### src/rtl/fetch_pkg.sv
// Shared types and default sizing for the fetch sequencer.
package fetch_pkg;

  typedef enum logic {
    RUN    = 1'b0,
    HALTED = 1'b1
  } fetch_state_t;

  localparam int unsigned DEF_ADDR_WIDTH  = 8;
  localparam int unsigned DEF_INSTR_WIDTH = 8;
  localparam int unsigned DEF_PC_STEP     = 4;
  localparam int unsigned DEF_RESET_PC    = 0;

endpackage

### src/rtl/fetch_sequencer_if.sv
// Instruction memory port plus the decode-side valid/ready handshake.
interface fetch_sequencer_if #(
  parameter int unsigned ADDR_WIDTH  = fetch_pkg::DEF_ADDR_WIDTH,
  parameter int unsigned INSTR_WIDTH = fetch_pkg::DEF_INSTR_WIDTH
);

  logic [ADDR_WIDTH-1:0]  imem_addr;
  logic [INSTR_WIDTH-1:0] imem_data;
  logic                   instr_valid;
  logic                   instr_ready;
  logic [INSTR_WIDTH-1:0] instr_out;
  logic [ADDR_WIDTH-1:0]  instr_pc;

  // Fetch side: drives the memory address and the decode payload.
  modport master (
    output imem_addr, instr_valid, instr_out, instr_pc,
    input  imem_data, instr_ready
  );

  // Memory/decode side.
  modport slave (
    input  imem_addr, instr_valid, instr_out, instr_pc,
    output imem_data, instr_ready
  );

endinterface

### src/rtl/fetch_skid_buffer.sv
// Two-entry ordered buffer (output register + skid) carrying instr and its pc.
module fetch_skid_buffer #(
  parameter int unsigned DATA_WIDTH = 8,
  parameter int unsigned PC_WIDTH   = 8
) (
  input  logic                  clk,
  input  logic                  rst,
  input  logic                  flush,
  input  logic                  in_valid,
  input  logic [DATA_WIDTH-1:0] in_data,
  input  logic [PC_WIDTH-1:0]   in_pc,
  input  logic                  out_ready,
  output logic                  out_valid,
  output logic [DATA_WIDTH-1:0] out_data,
  output logic [PC_WIDTH-1:0]   out_pc,
  output logic                  skid_valid
);

  logic [DATA_WIDTH-1:0] skid_data;
  logic [PC_WIDTH-1:0]   skid_pc;
  logic                  fire_c;

  assign fire_c = out_valid & out_ready;

  // Upstream never presents data when both entries are full and nothing drains.
  always_ff @(posedge clk) begin
    if (rst) begin
      out_valid  <= 1'b0;
      skid_valid <= 1'b0;
      out_data   <= '0;
      out_pc     <= '0;
      skid_data  <= '0;
      skid_pc    <= '0;
    end else if (flush) begin
      out_valid  <= 1'b0;
      skid_valid <= 1'b0;
    end else if (skid_valid && fire_c) begin
      out_data   <= skid_data;
      out_pc     <= skid_pc;
      skid_valid <= in_valid;
      if (in_valid) begin
        skid_data <= in_data;
        skid_pc   <= in_pc;
      end
    end else if (!out_valid || fire_c) begin
      out_valid <= in_valid;
      if (in_valid) begin
        out_data <= in_data;
        out_pc   <= in_pc;
      end
    end else if (in_valid) begin
      skid_valid <= 1'b1;
      skid_data  <= in_data;
      skid_pc    <= in_pc;
    end
  end

endmodule

### src/rtl/fetch_sequencer.sv
// PC owner: issues imem reads, tracks the read in flight, feeds decode.
module fetch_sequencer
  import fetch_pkg::*;
#(
  parameter int unsigned ADDR_WIDTH  = DEF_ADDR_WIDTH,
  parameter int unsigned INSTR_WIDTH = DEF_INSTR_WIDTH,
  parameter int unsigned PC_STEP     = DEF_PC_STEP,
  parameter int unsigned RESET_PC    = DEF_RESET_PC
) (
  input  logic                  clk,
  input  logic                  rst,
  input  logic                  halt,
  input  logic                  redirect_valid,
  input  logic [ADDR_WIDTH-1:0] redirect_pc,
  fetch_sequencer_if.master     bus
);

  localparam logic [ADDR_WIDTH-1:0] STEP       = ADDR_WIDTH'(PC_STEP);
  localparam logic [ADDR_WIDTH-1:0] ALIGN_MASK = ~ADDR_WIDTH'(PC_STEP - 1);
  localparam logic [ADDR_WIDTH-1:0] START_PC   = ADDR_WIDTH'(RESET_PC);

  fetch_state_t            state;
  logic [ADDR_WIDTH-1:0]   pc;
  logic [ADDR_WIDTH-1:0]   inflight_pc;
  logic                    inflight;
  logic                    out_valid;
  logic                    skid_valid;
  logic [INSTR_WIDTH-1:0]  out_data;
  logic [ADDR_WIDTH-1:0]   out_pc;
  logic                    fire_c;
  logic                    issue_c;
  logic [1:0]              occ_c;

  // A draining entry frees a slot in the same cycle, keeping 1 instr/cycle.
  assign fire_c  = out_valid & bus.instr_ready;
  assign occ_c   = 2'(out_valid) + 2'(skid_valid) + 2'(inflight);
  assign issue_c = (state == RUN) & ~redirect_valid & ((occ_c < 2'd2) | fire_c);

  // Run/halt FSM: follows the halt level one cycle later.
  always_ff @(posedge clk) begin
    if (rst) begin
      state <= RUN;
    end else begin
      case (state)
        RUN:     if (halt)  state <= HALTED;
        HALTED:  if (!halt) state <= RUN;
        default: state <= RUN;
      endcase
    end
  end

  // PC and in-flight tracking; redirect drops the outstanding read.
  always_ff @(posedge clk) begin
    if (rst) begin
      pc          <= START_PC;
      inflight    <= 1'b0;
      inflight_pc <= '0;
    end else if (redirect_valid) begin
      pc       <= redirect_pc & ALIGN_MASK;
      inflight <= 1'b0;
    end else begin
      inflight <= issue_c;
      if (issue_c) begin
        inflight_pc <= pc;
        pc          <= pc + STEP;
      end
    end
  end

  fetch_skid_buffer #(
    .DATA_WIDTH (INSTR_WIDTH),
    .PC_WIDTH   (ADDR_WIDTH)
  ) u_buf (
    .clk        (clk),
    .rst        (rst),
    .flush      (redirect_valid),
    .in_valid   (inflight),
    .in_data    (bus.imem_data),
    .in_pc      (inflight_pc),
    .out_ready  (bus.instr_ready),
    .out_valid  (out_valid),
    .out_data   (out_data),
    .out_pc     (out_pc),
    .skid_valid (skid_valid)
  );

  assign bus.imem_addr   = pc;
  assign bus.instr_valid = out_valid;
  assign bus.instr_out   = out_data;
  assign bus.instr_pc    = out_pc;

endmodule

### src/flat_wrapper.sv
// flat-port wrapper written by rule: the top's interface ports become plain ports
module fetch_sequencer_flat import fetch_pkg::*;
#(
  parameter int unsigned ADDR_WIDTH  = DEF_ADDR_WIDTH,
  parameter int unsigned INSTR_WIDTH = DEF_INSTR_WIDTH,
  parameter int unsigned PC_STEP     = DEF_PC_STEP,
  parameter int unsigned RESET_PC    = DEF_RESET_PC
)
  (clk, rst, halt, redirect_valid, redirect_pc, bus_imem_addr, bus_instr_valid, bus_instr_out, bus_instr_pc, bus_imem_data, bus_instr_ready);
  fetch_sequencer_if #(.ADDR_WIDTH(ADDR_WIDTH), .INSTR_WIDTH(INSTR_WIDTH)) bus_i ();
  input  logic clk;
  input  logic rst;
  input  logic halt;
  input  logic redirect_valid;
  input  logic [ADDR_WIDTH-1:0] redirect_pc;
  output wire logic [$bits(bus_i.imem_addr)-1:0] bus_imem_addr;
  output wire logic [$bits(bus_i.instr_valid)-1:0] bus_instr_valid;
  output wire logic [$bits(bus_i.instr_out)-1:0] bus_instr_out;
  output wire logic [$bits(bus_i.instr_pc)-1:0] bus_instr_pc;
  input wire logic [$bits(bus_i.imem_data)-1:0] bus_imem_data;
  input wire logic [$bits(bus_i.instr_ready)-1:0] bus_instr_ready;
  assign bus_imem_addr = bus_i.imem_addr;
  assign bus_instr_valid = bus_i.instr_valid;
  assign bus_instr_out = bus_i.instr_out;
  assign bus_instr_pc = bus_i.instr_pc;
  assign bus_i.imem_data = bus_imem_data;
  assign bus_i.instr_ready = bus_instr_ready;
  fetch_sequencer #(.ADDR_WIDTH(ADDR_WIDTH), .INSTR_WIDTH(INSTR_WIDTH), .PC_STEP(PC_STEP), .RESET_PC(RESET_PC)) u_core (.clk(clk), .rst(rst), .halt(halt), .redirect_valid(redirect_valid), .redirect_pc(redirect_pc), .bus(bus_i));
endmodule
### config.mk
export PLATFORM = sky130hd
export DESIGN_NAME = fetch_sequencer_flat
export DESIGN_NICKNAME = d
export VERILOG_FILES = /design/src/rtl/fetch_pkg.sv /design/src/rtl/fetch_sequencer_if.sv /design/src/rtl/fetch_skid_buffer.sv /design/src/rtl/fetch_sequencer.sv /design/src/flat_wrapper.sv
export SDC_FILE = /design/constraint.sdc
export NUM_CORES = 1
export LEC_CHECK = 0
export CAP_MARGIN = 20
export CORE_MARGIN = 5
export CORE_UTILIZATION = 40
export DETAILED_ROUTE_END_ITERATION = 10
export PLACE_DENSITY_LB_ADDON = 0.08
export SLEW_MARGIN = 20
export SYNTH_ARGS = -nofsm -noshare
export SYNTH_HDL_FRONTEND = slang
export SYNTH_SLANG_ARGS = --single-unit
### constraint.sdc
create_clock -name clk -period 5.8 [get_ports clk]
set_clock_uncertainty 0.15 [all_clocks]
set_input_delay 0.87 -clock clk [delete_from_list [all_inputs] [get_ports clk]]
set_output_delay 0.87 -clock clk [all_outputs]
set_load 0.03 [all_outputs]
==> results.json <==
{
  "slew_headroom": 0.378,
  "grt_usage": 0.136,
  "clkTransAtPathRegs_ns": 0.08,
  "ios": 46,
  "critPathMaxFanout": 13,
  "r2r_cells": 5,
  "yosys.area.top_type": "dfxtp_1",
  "worstHoldStart": "u_core.u_buf.skid_pc[3]",
  "startpoint_type": "primary input",
  "cp_cell_sequence": "clkdlybuf4s50_1, inv_1, nand4_1, buf_8, mux2i_1, nor2_1",
  "cts_hold_buf": 0,
  "ant_nets": 0,
  "hold_ws_ns": 0.347,
  "core-area_um2": 4410,
  "antenna_found_initial": 0,
  "cp_data_arrival_time_ns": 2.76,
  "grt_pass1_vias": 1454,
  "synth_edf_count": 0,
  "area_growth_pct": 28.9,
  "dr.first_iter.drc_count": 66,
  "finalWeightedCongestion": 0.722,
  "fin_crit_ns": 2.75,
  "drive_gt1_frac": 0.0487,
  "synthDistinctLibCells": 27,
  "ys_warn_count": 0,
  "die_w_um": 77.7,
  "crit_slowest_cell": "clkdlybuf4s50_1",
  "fin_area_um2": 2360,
  "final.setup.tns_ns": 0,
  "p_leak_nw": 1.07,
  "io_buffers": 39,
  "async_flop_share": 0,
  "cts_buffer_depth": 2,
  "dr.pass1.iters": 4,
  "yosysMostFrequentCell": "dfxtp_1",
  "cts-root-buf": "clkbuf_8",
  "tightest_slew_ns": 0.931,
  "die_area_um2": 6040,
  "diodes": 0,
  "criticalPathCategory": "in2reg",
  "max-cap-violations": 0,
  "nFillCells": 394,
  "setup-violations-final": 0,
  "post-route-drc-count": 0,
  "required_ns": 5.81,
  "grt_first_pass_wirelength_mm": 6.78,
  "initial_utilization": 0.416,
  "wl_per_cell_um": 13.6,
  "rsz0062_at_grt": "false",
  "r2r_start": "u_core.u_buf.out_valid",
  "wl_mm": 3.79,
  "syn_area_um2": 1830,
  "vias": 1420,
  "synth-seq-cells": 44,
  "ir_worst_vdd_mv": 0.176,
  "finalCritPeriodShare": 0.474,
  "die_h_um": 77.7,
  "htreeDepth": 2,
  "grt_max_degree": 45,
  "worstHoldPathType": "reg2reg",
  "status": "finished clean",
  "synth_top_area_frac": 0.480,
  "holdPathEnd": "u_core.u_buf.skid_pc[3]",
  "nNetsFinal": 248,
  "netlist_instances": 188,
  "r2r_end": "u_core.bus.imem_addr[7]",
  "ys_seq_area_frac": 0.480,
  "overflow": 0,
  "hpwl_mm": 2.67,
  "synth_ff_type": "dfxtp_1",
  "cts_resized": 0,
  "cts_sinks": 44,
  "synth_commonest_cells": "dfxtp_1, nor2_1, mux2i_1, a211oi_1, clkbuf_1",
  "clock_latency_ns": 0.28,
  "slew_violations": 0,
  "placementRows": 24,
  "reg2reg_slack_ns": 3.58,
  "cts_tree": "done",
  "ys_top_cells_by_area": "dfxtp_1, mux2i_1, a211oi_1",
  "place_area_um2": 2240,
  "synth.avg_cell_area_um2": 9.76,
  "numCtsBuffers": 5,
  "hold_depth": 2,
  "power_density_nw_per_um2": 267,
  "fmaxAchievable_mhz": 363,
  "crit_path_max_incr_delay_ns": 0.52,
  "hold_viol": 0,
  "cts_setup_buffers": 0,
  "via_per_inst": 5.11,
  "endpoint_kind": "flop"
}
[power by group]
| part | total [mW] | leakage (nW) | internal (mW) | switching (mW) |
|---|---|---|---|---|
| Clock | 0.225 | 0.0552 | 0.128 | 0.0972 |
| Sequential | 0.323 | 0.359 | 0.313 | 0.00984 |
| Combinational | 0.0843 | 0.659 | 0.0388 | 0.0455 |
| Total | 0.632 | 1.07 | 0.479 | 0.153 |
[critical path: cells and delay by family]
family	cells	cell delay (ns)
and+or+nand+nor	2	0.54
buffers and inverters	3	1.20
muxes	1	0.15
[cell usage in the layout (no fill, tap or decap)]
cell              n
o21bai_1          1
mux2i_1          35
nand2b_1          2
nand3_1           2
o21ai_0           1
inv_1             1
clkinv_2          1
buf_8             1
nand2_1           4
nor2_1           39
buf_4             2
xnor2_1           3
xor2_1            1
a211oi_1         21
clkbuf_1          1
clkbuf_8          5
a21o_1            2
nor3_1            2
nor2b_1           2
bufinv_16         1
ha_1              2
nand4_1           1
conb_1            4
a21oi_1           4
clkdlybuf4s50_1  39
nor3_2            1
a311oi_1          1
or4_1             1
dfxtp_1          44
o31ai_1           1
a211o_1           1
[per-layer routing]
| layer | vias up | share of wire | track usage |
|---|---|---|---|
| met5 | - | 0 | 0 |
| met4 | 0 | 0.011 | 0.0412 |
| met3 | 6 | 0.056 | 0.0440 |
| met2 | 32 | 0.47 | 0.230 |
| met1 | 652 | 0.47 | 0.163 |
| li1 | 730 | - | - |
[cell type report]
cell class,instances,area (um2),area share
Clock buffer,6,72.6,0.0307
Timing Repair Buffer,42,420,0.178
Tap cell,52,65.1,0.0275
Clock inverter,2,35.0,0.0148
Sequential cell,44,881,0.373
Inverter,1,3.75,0.00159
Multi-Input combinational cell,131,886,0.375
[cell families (layout without fill, tap and decap cells)]
kind of cell / Yosys count / after routing / synth area share
other: 1 / 4 / 0.00204
adders and majority gates: 2 / 2 / 0.0136
DFF: 44 / 44 / 0.480
AOI/OAI and AO/OA: 32 / 32 / 0.126
xor gates and xnor gates: 4 / 4 / 0.0191
buffers and inverters: 16 / 51 / 0.0430
and+or+nand+nor: 54 / 54 / 0.126
muxes: 35 / 35 / 0.191
[worst max-delay path by stage]
stage                      startpoint                   endpoint  cells after the start
2_1_floorplan  u_core.u_buf.out_valid    u_core.bus.imem_addr[7]                      5
3_3_place_gp           redirect_valid    u_core.u_buf.skid_pc[5]                      5
3_5_place_dp           redirect_valid    u_core.u_buf.skid_pc[7]                      5
4_1_cts                redirect_valid    u_core.u_buf.skid_pc[7]                      5
5_1_grt                redirect_valid  u_core.u_buf.skid_data[0]                      6
6_report               redirect_valid    u_core.u_buf.skid_pc[2]                      6
[sequential cells by signal, summed over array words and instances, names as in the netlist, 6 cells and up]
name                    count
u_core.bus.imem_addr        6
u_core.inflight_pc          6
u_core.u_buf.out_data       8
u_core.u_buf.out_pc         6
u_core.u_buf.skid_data      8
u_core.u_buf.skid_pc        6
[metrics by stage]
step,power [mW],util,setup slack (ns),std cells
after global routing,0.663,0.535,2.90,278
after global placement,0.413,0.508,2.39,269
final,0.632,0.535,3.05,278
after CTS,0.641,0.532,2.62,277
after floorplan,0.380,-,3.55,191
after detailed placement,0.415,0.508,2.30,269
Note: power is estimated with default switching activity, not from simulation.
